--- config.mk ---
export PLATFORM = sky130hd
export DESIGN_NAME = serial_alu_n
export DESIGN_NICKNAME = d
export VERILOG_FILES = /design/src/rtl/alu_pkg.sv /design/src/rtl/serial_bit_slice.sv /design/src/rtl/serial_alu_n.sv
export SDC_FILE = /design/constraint.sdc
export NUM_CORES = 1
export LEC_CHECK = 0
export BUFFER_PORTS_ARGS = -buffer_cell sky130_fd_sc_hd__buf_2
export CAP_MARGIN = 0
export CORE_ASPECT_RATIO = 1.1
export CORE_UTILIZATION = 40
export DETAILED_ROUTE_END_ITERATION = 8
export GPL_TIMING_DRIVEN = 0
export PLACE_DENSITY = 0.64
export SLEW_MARGIN = 30
export SYNTH_ARGS = -nofsm -noshare
export SYNTH_HDL_FRONTEND = slang
export SYNTH_SLANG_ARGS = --single-unit
--- constraint.sdc ---
create_clock -name clk -period 1.9 [get_ports clk]
set_input_delay 0.095 -clock clk [delete_from_list [all_inputs] [get_ports clk]]
set_output_delay 0.095 -clock clk [all_outputs]
set_load 0.01 [all_outputs]
--- src/rtl/alu_pkg.sv ---
// Shared definitions for the bit-serial ALU: opcodes, FSM state encoding
// and opcode classification helpers.
// Imported by serial_alu_n and serial_bit_slice.
package alu_pkg;

  localparam logic [2:0] OP_NOP = 3'b000;
  localparam logic [2:0] OP_XOR = 3'b001;
  localparam logic [2:0] OP_ADD = 3'b010;
  localparam logic [2:0] OP_AND = 3'b011;
  localparam logic [2:0] OP_SUB = 3'b100;
  localparam logic [2:0] OP_OR  = 3'b101;

  typedef enum logic [1:0] {
    ST_IDLE = 2'd0,
    ST_RUN  = 2'd1,
    ST_FIN  = 2'd2
  } state_t;

  // Opcodes 110 and 111 are not assigned.
  function automatic logic is_illegal_op(input logic [2:0] op);
    return (op == 3'b110) || (op == 3'b111);
  endfunction

  // Ops that produce no bit-serial work and jump straight to FIN.
  function automatic logic is_skip_op(input logic [2:0] op);
    return (op == OP_NOP) || is_illegal_op(op);
  endfunction

endpackage

--- src/rtl/serial_bit_slice.sv ---
// Combinational 1-bit ALU cell used once per clock by the serial ALU.
// Latency: none (pure combinational).
// Backpressure: none; the caller sequences the bits.
module serial_bit_slice
  import alu_pkg::*;
(
  input  logic       ai,
  input  logic       bi,
  input  logic       ci,
  input  logic [2:0] op,
  output logic       ri,
  output logic       co
);

  logic bx;

  // SUB is done as a + ~b + 1; the +1 comes from the carry flop preset.
  always_comb begin
    bx = (op == OP_SUB) ? ~bi : bi;
    ri = 1'b0;
    co = 1'b0;
    case (op)
      OP_ADD, OP_SUB: begin
        ri = ai ^ bx ^ ci;
        co = (ai & bx) | (ai & ci) | (bx & ci);
      end
      OP_XOR:  ri = ai ^ bi;
      OP_AND:  ri = ai & bi;
      OP_OR:   ri = ai | bi;
      default: ri = 1'b0;
    endcase
  end

endmodule

--- src/rtl/serial_alu_n.sv ---
// Parametrised bit-serial ALU, LSB first, one bit per clock.
// Latency: start at edge 0 -> done high in the cycle after edge WIDTH (NOP/illegal: after edge 0).
// Backpressure: start is only honoured in IDLE; starts during RUN/FIN are dropped, not queued.
module serial_alu_n
  import alu_pkg::*;
#(
  parameter int WIDTH = 4
) (
  input  logic             clk,
  input  logic             rst,
  input  logic             start,
  input  logic [2:0]       op,
  input  logic [WIDTH-1:0] a,
  input  logic [WIDTH-1:0] b,
  output logic             busy,
  output logic             done,
  output logic [WIDTH-1:0] result,
  output logic             carry,
  output logic             sign,
  output logic             zero,
  output logic             overflow,
  output logic             err
);

  localparam int CW = $clog2(WIDTH) + 1;

  state_t           state_q, state_d;
  logic [2:0]       op_q;
  logic [WIDTH-1:0] a_sh, b_sh;
  logic [WIDTH-1:0] work_q, work_next;
  logic [CW-1:0]    cnt_q;
  logic             c_q;
  logic             ri, co;
  logic             last_bit;
  logic             is_arith;

  // Operands are shifted right each cycle so the current bit is always at
  // index 0; the working register fills from the top, so after WIDTH
  // shifts bit i of the result sits at index i.
  serial_bit_slice u_slice (
    .ai (a_sh[0]),
    .bi (b_sh[0]),
    .ci (c_q),
    .op (op_q),
    .ri (ri),
    .co (co)
  );

  assign work_next = {ri, work_q[WIDTH-1:1]};
  assign last_bit  = (state_q == ST_RUN) && (cnt_q == CW'(WIDTH - 1));
  assign is_arith  = (op_q == OP_ADD) || (op_q == OP_SUB);

  // State register.
  always_ff @(posedge clk) begin
    if (rst) state_q <= ST_IDLE;
    else     state_q <= state_d;
  end

  // Next-state logic and handshake outputs.
  always_comb begin
    state_d = state_q;
    busy    = 1'b0;
    done    = 1'b0;
    case (state_q)
      ST_IDLE: begin
        if (start) state_d = is_skip_op(op) ? ST_FIN : ST_RUN;
      end
      ST_RUN: begin
        busy = 1'b1;
        if (last_bit) state_d = ST_FIN;
      end
      ST_FIN: begin
        done    = 1'b1;
        state_d = ST_IDLE;
      end
      default: state_d = ST_IDLE;
    endcase
  end

  // Operand latch, serial datapath, and result/flag registers that only
  // change on the edge entering FIN so partial results are never visible.
  always_ff @(posedge clk) begin
    if (rst) begin
      op_q     <= OP_NOP;
      a_sh     <= '0;
      b_sh     <= '0;
      work_q   <= '0;
      cnt_q    <= '0;
      c_q      <= 1'b0;
      result   <= '0;
      carry    <= 1'b0;
      sign     <= 1'b0;
      zero     <= 1'b0;
      overflow <= 1'b0;
      err      <= 1'b0;
    end else begin
      case (state_q)
        ST_IDLE: begin
          if (start) begin
            op_q   <= op;
            a_sh   <= a;
            b_sh   <= b;
            work_q <= '0;
            cnt_q  <= '0;
            c_q    <= (op == OP_SUB);
            if (is_skip_op(op)) begin
              result   <= '0;
              carry    <= 1'b0;
              sign     <= 1'b0;
              zero     <= 1'b1;
              overflow <= 1'b0;
              err      <= is_illegal_op(op);
            end
          end
        end
        ST_RUN: begin
          a_sh   <= a_sh >> 1;
          b_sh   <= b_sh >> 1;
          work_q <= work_next;
          c_q    <= co;
          cnt_q  <= cnt_q + CW'(1);
          if (last_bit) begin
            result   <= work_next;
            sign     <= work_next[WIDTH-1];
            zero     <= (work_next == '0);
            // c_q is the carry into the MSB, co the carry out of it.
            carry    <= (op_q == OP_ADD) ? co : ((op_q == OP_SUB) ? ~co : 1'b0);
            overflow <= is_arith & (c_q ^ co);
            err      <= 1'b0;
          end
        end
        ST_FIN: begin
          err <= 1'b0;
        end
        default: begin
          err <= 1'b0;
        end
      endcase
    end
  end

endmodule

==> results.ini, run 1 <==
[sta]
hold_ws_ps=11.31
max_freq_mhz=551.2
hold_violations=0
fin_crit_ps=1814
tightest_slew_ps=507.7
finClkSkew_ps=5.490
slew_headroom_pct=66.16
grt_setup_unrepaired=yes
min_period_over_period_pct=95.48
slew_violations=0
setup_viol_count_final=0

[critical_path]
crit_type=reg2reg
cp-start-kind=flop
setup.worst_path.start=op_q[0]$_SDFFE_PP0P_
r2r-start=op_q[0]$_SDFFE_PP0P_
crit_path_max_fanout=5
setup.worst_path.end_class=flop
cp.arrival_ps=2030
cp.required_ps=2110

[global_routing]
grt_util_met1_pct=23.16
grt_util_met2_pct=29.74
grt_pass1_vias=1107
grt_use_met3_pct=1.848
gr-total-overflow=0
grt-busiest-layer=met2
grt_max_degree=17
grt_pass1_wl_um=5119
antenna_found_initial=0
grt_use_total_pct=17.57

[route]
vias_per_cell=5.333
drt-total-wl_um=2872
ant_nets=0
route.vias.total=1168
drt-pass1-iter-count=6
drc=1
wl_per_cell_um=13.11
drt-initial-drc-count=21

[synthesis]
synth_edf_count=0
seq_area_frac_synth_pct=40.84
synth_flop_cell=dfxtp_1
avgSynthCellArea_um2=8.855
synth_simple_gate_area_share_pct=22.97
syn_inst=155
synth-xor-area-share_pct=1.914
synthTopCellsByCount=dfxtp_1, nor2_1, nand2_1
syn-cell-area_um2=1373
synth_top_family_by_area=simple AND/OR/NAND/NOR gates
synth_compound_area_share_pct=17.59
syn_nets=174
synth_area_leader_cell=dfxtp_1
synth.yosys.warnings=0
synthDistinctLibCells=43
synth_mux_area_share_pct=4.831
async_flop_share_pct=0
synth_top_area_share_pct=40.84
ys_ff_latch=28
yosys.area_share.adder_pct=5.105
yosysMostFrequentCell=dfxtp_1
yosys-top-cells-area=dfxtp_1, nor2_1, nand2_1

[clocking]
h-tree-depth=1
cts.path.max_buffers=2
cts_tree=yes
cts-root-buf=clkbuf_4
clk_pin_slew_ps=150
cts_buffers=3
clk_latency_ps=330
clock-sinks=28

[outcome]
violations=DRC
status=finished, violations left

[pwr]
p_switching_mw=0.3380
seqPwrFrac_pct=50.4
p_leak_nw=0.7175
p_comb_share_pct=19.0
peakVddDrop_uv=543.2
switching_share_pct=26.27
power_density_nw_per_um2=790.6
p_clk_share_pct=30.6
p_int_mw=0.9489

[cells_and_area]
area_growth_pct=18.60
fin_nets=205
diodes=0
drive_gt1_share_pct=28.65
utilization_pct=51.63

[job]
max_cap_violations=0

[placement]
gp_congestion=0.7499
hpwl_um=2180
io_buffers=23

[die]
initial_core_util_pct=43.53
num_rows=21
io_pins=25
dieArea_um2=3670
die_w_um=57.85
die_height_um=63.44
core_um2=3153

[hold_path]
hold_class=in2reg
hold_start=b[2]

-- state kept, by name, indices dropped and copies added, names as in the netlist --
name and flops:
a_sh 4, b_sh 4, c_q 1, carry 1, cnt_q 3, err 1, op_q 3, overflow 1
result 4, state_q 2, work_q 3, zero 1
-- path summary, 6_finish.rpt --
kind | end | slack (ps) | depth (start not counted)
max | work_q[3]$_SDFFE_PP0P_ | 90 | 7
min | b_sh[2]$_SDFFE_PP0P_ | 10 | 3
max reg2reg | work_q[3]$_SDFFE_PP0P_ | 90 | 7
min reg2reg | overflow$_SDFFE_PP0P_ | 480 | 1
-- routing by layer --
metal | share of wire [%] | routed length, um
met1 | 46 | 1313
met5 | 0 | 0
met3 | 3.1 | 90
met2 | 50 | 1433
met4 | 1.2 | 34
-- repair_timing --
item | in CTS | in global routing
hold buffers | 0 | 1
endpoints found under the setup margin | 3 | 3
gates resized for setup | 3 | 5
pin swaps | 3 | 2
buffers inserted | 0 | 3
cloned | 0 | 0
hold endpoints to repair | 0 | 1
-- final cells by class --
class                      count  area, um2
buffer                         9      58.81
clock buffer                   3      22.52
clock inverter                 1      30.03
fill                         309       1525
inverter                       7      26.28
multi-input combinational    110      729.5
sequential                    28      570.5
tap                           34      42.54
timing repair buffer          27      147.6
-- critical path, stage by stage, from the launching register on --
cell,delay (ps)
dfxtp_4,390
nor3b_2,200
xnor2_1,110
fa_1,500
nor3b_2,50
a31o_2,240
a22oi_2,150
nor2_1,70
-- cell usage in the layout (no fill, tap or decap), types with 3 or more instances in the layout --
master / Yosys / layout
nor2_1: 25 / 25
ha_1: 4 / 4
nand2_1: 14 / 14
a22oi_1: 4 / 3
clkbuf_4: 0 / 3
clkbuf_1: 3 / 3
nor2b_1: 5 / 5
a22o_1: 4 / 4
dfxtp_1: 28 / 24
buf_4: 3 / 5
a21oi_1: 7 / 7
nor3_1: 7 / 7
inv_1: 6 / 6
a311oi_1: 6 / 6
buf_2: 2 / 25
mux2i_1: 4 / 4
-- kinds of logic after synthesis --
| kind of cell | after synthesis |
|---|---|
| multiplexers | 6 |
| AO/OA/AOI/OAI | 32 |
| flip-flops | 28 |
| XOR/XNOR | 3 |
| buffers and inverters | 17 |
| AND/OR/NAND/NOR | 64 |
| adder cells (fa/ha/maj) | 5 |
-- power groups by stage --
| stage | clock network [mW] | registers [mW] | logic, mW |
|---|---|---|---|
| after floorplan | 0 | 0.656 | 0.177 |
| after global placement | 0 | 0.658 | 0.230 |
| after detailed placement | 0 | 0.660 | 0.239 |
| after CTS | 0.400 | 0.651 | 0.235 |
| after global routing | 0.422 | 0.655 | 0.279 |
| final | 0.393 | 0.649 | 0.245 |
-- through the flow --
step	setup slack [ps]	cells	instance area [um2]	power [mW]	TNS [ps]
floorplan	31.02	155	1373	0.8324	0
finish	85.79	219	1628	1.287	0
global placement	-52.94	212	1530	0.8889	-99.87
detailed placement	-128.8	212	1530	0.8993	-277.7
CTS	4.176	215	1584	1.285	0
global route	-19.38	219	1628	1.355	-29.06
Note: power is estimated with default switching activity, not from simulation.
==> run 2: changes to the inputs <==
--- a/config.mk
+++ b/config.mk
@@ -6,7 +6,7 @@
 export NUM_CORES = 1
 export LEC_CHECK = 0
 export BUFFER_PORTS_ARGS = -buffer_cell sky130_fd_sc_hd__buf_2
-export CAP_MARGIN = 0
+export CAP_MARGIN = 40
 export CORE_ASPECT_RATIO = 1.1
 export CORE_UTILIZATION = 40
 export DETAILED_ROUTE_END_ITERATION = 8
@@ -15,4 +15,5 @@
 export SLEW_MARGIN = 30
 export SYNTH_ARGS = -nofsm -noshare
 export SYNTH_HDL_FRONTEND = slang
+export SYNTH_HIERARCHICAL = 1
 export SYNTH_SLANG_ARGS = --single-unit
==> run 2 against run 1 <==
  * The run ends with setup timing left
  * Clock-buffer cell count up 1
  * Combinational power up 7%
  * Wire length up 13%
  * Critical path type unchanged
  * Sequential power down 2%
  * Setup slack worse by 130 ps
  * Final cell count up 17%
  * Hold slack better by 19 ps
  * Sequential share of layout area down 2.6 points
==> results.ini, run 2 <==
[outcome]
status=finished, violations left
violations=setup timing

[cells_and_area]
utilization_pct=52.93
fin_nets=229
final_cell_mix=nand2_1, buf_2, dfxtp_1
largestRegisters=a_sh x4, b_sh x4, result x4
final_cells=257
diodes=0
drive_gt1_share_pct=24.40
layout.cells.most_common=nand2_1
multi_input_area_um2=777.0
area_growth_pct=26.71
regArea_um2=571.8
fillers=332

[placement]
io_buffers=23
dp.cells=240
place_ws_ps=-216.4
gp_congestion=0.7819
hpwl_um=2186

[synthesis]
ys_ff_latch=28
synth.yosys.warnings=6
syn_nets=188
synthTopCellsByCount=nand2_1, dfxtp_1, a21oi_1
synth_area_leader_cell=dfxtp_1
synthDistinctLibCells=38
synth_edf_count=0
yosysMostFrequentCell=nand2_1
syn_inst=169
synth_top_area_share_pct=40.29
synth_flop_cell=dfxtp_1
async_flop_share_pct=0
yosys-top-cells-area=dfxtp_1, nand2_1, a21oi_1
seq_area_frac_synth_pct=40.29
avgSynthCellArea_um2=8.233
syn-cell-area_um2=1391

[sta]
tns_ps=-80.96
slew_headroom_pct=53.26
fin_crit_ps=1947
grt_setup_unrepaired=yes
finClkSkew_ps=12.05
max_freq_mhz=513.5
hold_violations=0
fin_ws_ps=-47.34
slew_violations=0
setup_viol_count_final=2
min_period_over_period_pct=102.5
tightest_slew_ps=691.7

[route]
drt-total-wl_um=3233
drt-pass1-iter-count=4
drc=0
route.vias.total=1340
drt-initial-drc-count=48
wl_per_cell_um=12.58
vias_per_cell=5.214
ant_nets=0

[die]
dieArea_um2=3718
io_pins=25
num_rows=22
core_um2=3331
die_height_um=63.86
die_w_um=58.23
initial_core_util_pct=41.77

[global_routing]
grt_use_total_pct=18.79
gr-total-overflow=0
grt_pass1_vias=1301
antenna_found_initial=0
grt_pass1_wl_um=5423
grt_max_degree=16

[pwr]
p_leak_nw=0.7061
peakVddDrop_uv=329.9
totalPowerFinal_mw=1.196
power_density_nw_per_um2=678.4

[critical_path]
crit_type=reg2reg
r2r_slack_ps=-50
cp-start-kind=flop
crit_path_max_fanout=2
setup.worst_path.end_class=flop
cp.arrival_ps=2180
cp.required_ps=2140

[clocking]
cts-root-buf=clkbuf_4
cts_buffers=3
clock-sinks=28
clk_latency_ps=330
h-tree-depth=1
cts.path.max_buffers=2
clk_pin_slew_ps=160
cts_tree=yes

[job]
max_cap_violations=0

[hold_path]
hold_class=in2reg

-- run 2: changes by cell type after synthesis, sizes merged, moves of 4 or more --
cell    change
nand2b      +4
nand3      +10
a31oi       +6
a22o        -5
o21ai       +8
nand2      +23
a21oi       +5
nor3        -5
nor2       -25
-- run 2: worst paths after layout --
| check | from | end | cells after the start |
|---|---|---|---|
| setup reg to reg | op_q[0]$_SDFFE_PP0P_ | zero$_SDFFE_PP0P_ | 8 |
| setup / recovery | op_q[0]$_SDFFE_PP0P_ | zero$_SDFFE_PP0P_ | 8 |
| hold reg to reg | carry$_SDFFE_PP0P_ | carry$_SDFFE_PP0P_ | 2 |
| hold / removal | op[1] | op_q[1]$_SDFFE_PP0P_ | 3 |
-- run 2: cells by family (layout without fill, tap and decap cells) --
group | count (synthesis) | after routing | synth area share (%)
AND/OR/NAND/NOR | 71 | 71 | 25.72
multiplexers | 3 | 3 | 2.158
flip-flops | 28 | 28 | 40.29
AO/OA/AOI/OAI | 39 | 39 | 18.35
buffers and inverters | 19 | 59 | 5.935
adder cells (fa/ha/maj) | 5 | 5 | 5.036
XOR/XNOR | 4 | 4 | 2.518
-- run 2: where the power goes --
group          internal, mW  total (mW)  switching (mW)  leakage [nW]
sequential            0.619       0.638          0.0195         0.231
combinational         0.113       0.261           0.148         0.455
clock                 0.117       0.296           0.179        0.0210
total                 0.850        1.20           0.346         0.706
-- run 2: final cells by class --
type,count,share of cell area (%)
repair buffers,36,13.34
flip-flops and latches,28,32.43
well taps,48,3.407
plain buffers,11,2.981
clock buffers,4,2.058
multi-input cells,122,44.07
inverters,8,1.703
-- run 2: critical path: stages (launching register included) --
cell	delay, ps
dfxtp_4	380
nor3b_2	180
xnor2_1	160
fa_1	440
inv_1	80
a21oi_2	60
a31oi_2	230
o41ai_2	100
o221a_1	220
-- run 2: metrics by stage --
step / hold WS [ps] / cell area, um2
2_1_floorplan: 223.5 / 1398
3_3_place_gp: 337.2 / 1573
3_5_place_dp: 343.8 / 1573
4_1_cts: 8.152 / 1757
5_1_grt: 51.04 / 1763
6_report: 30.30 / 1763
-- run 2: per-layer routing --
metal  part of all wire, %  routed length, um  GRT usage, %
met1                    45               1448         22.89
met2                    48               1562         30.46
met3                   3.2                104         1.822
met4                   3.6                118         13.39
met5                     0                  0             0
-- run 2: what timing repair did --
item	CTS	global route
hold buffers	9	0
setup buffers	4	0
setup endpoints to repair	5	6
hold endpoints to repair	9	0
gates resized for setup	8	3
pin swaps	1	1
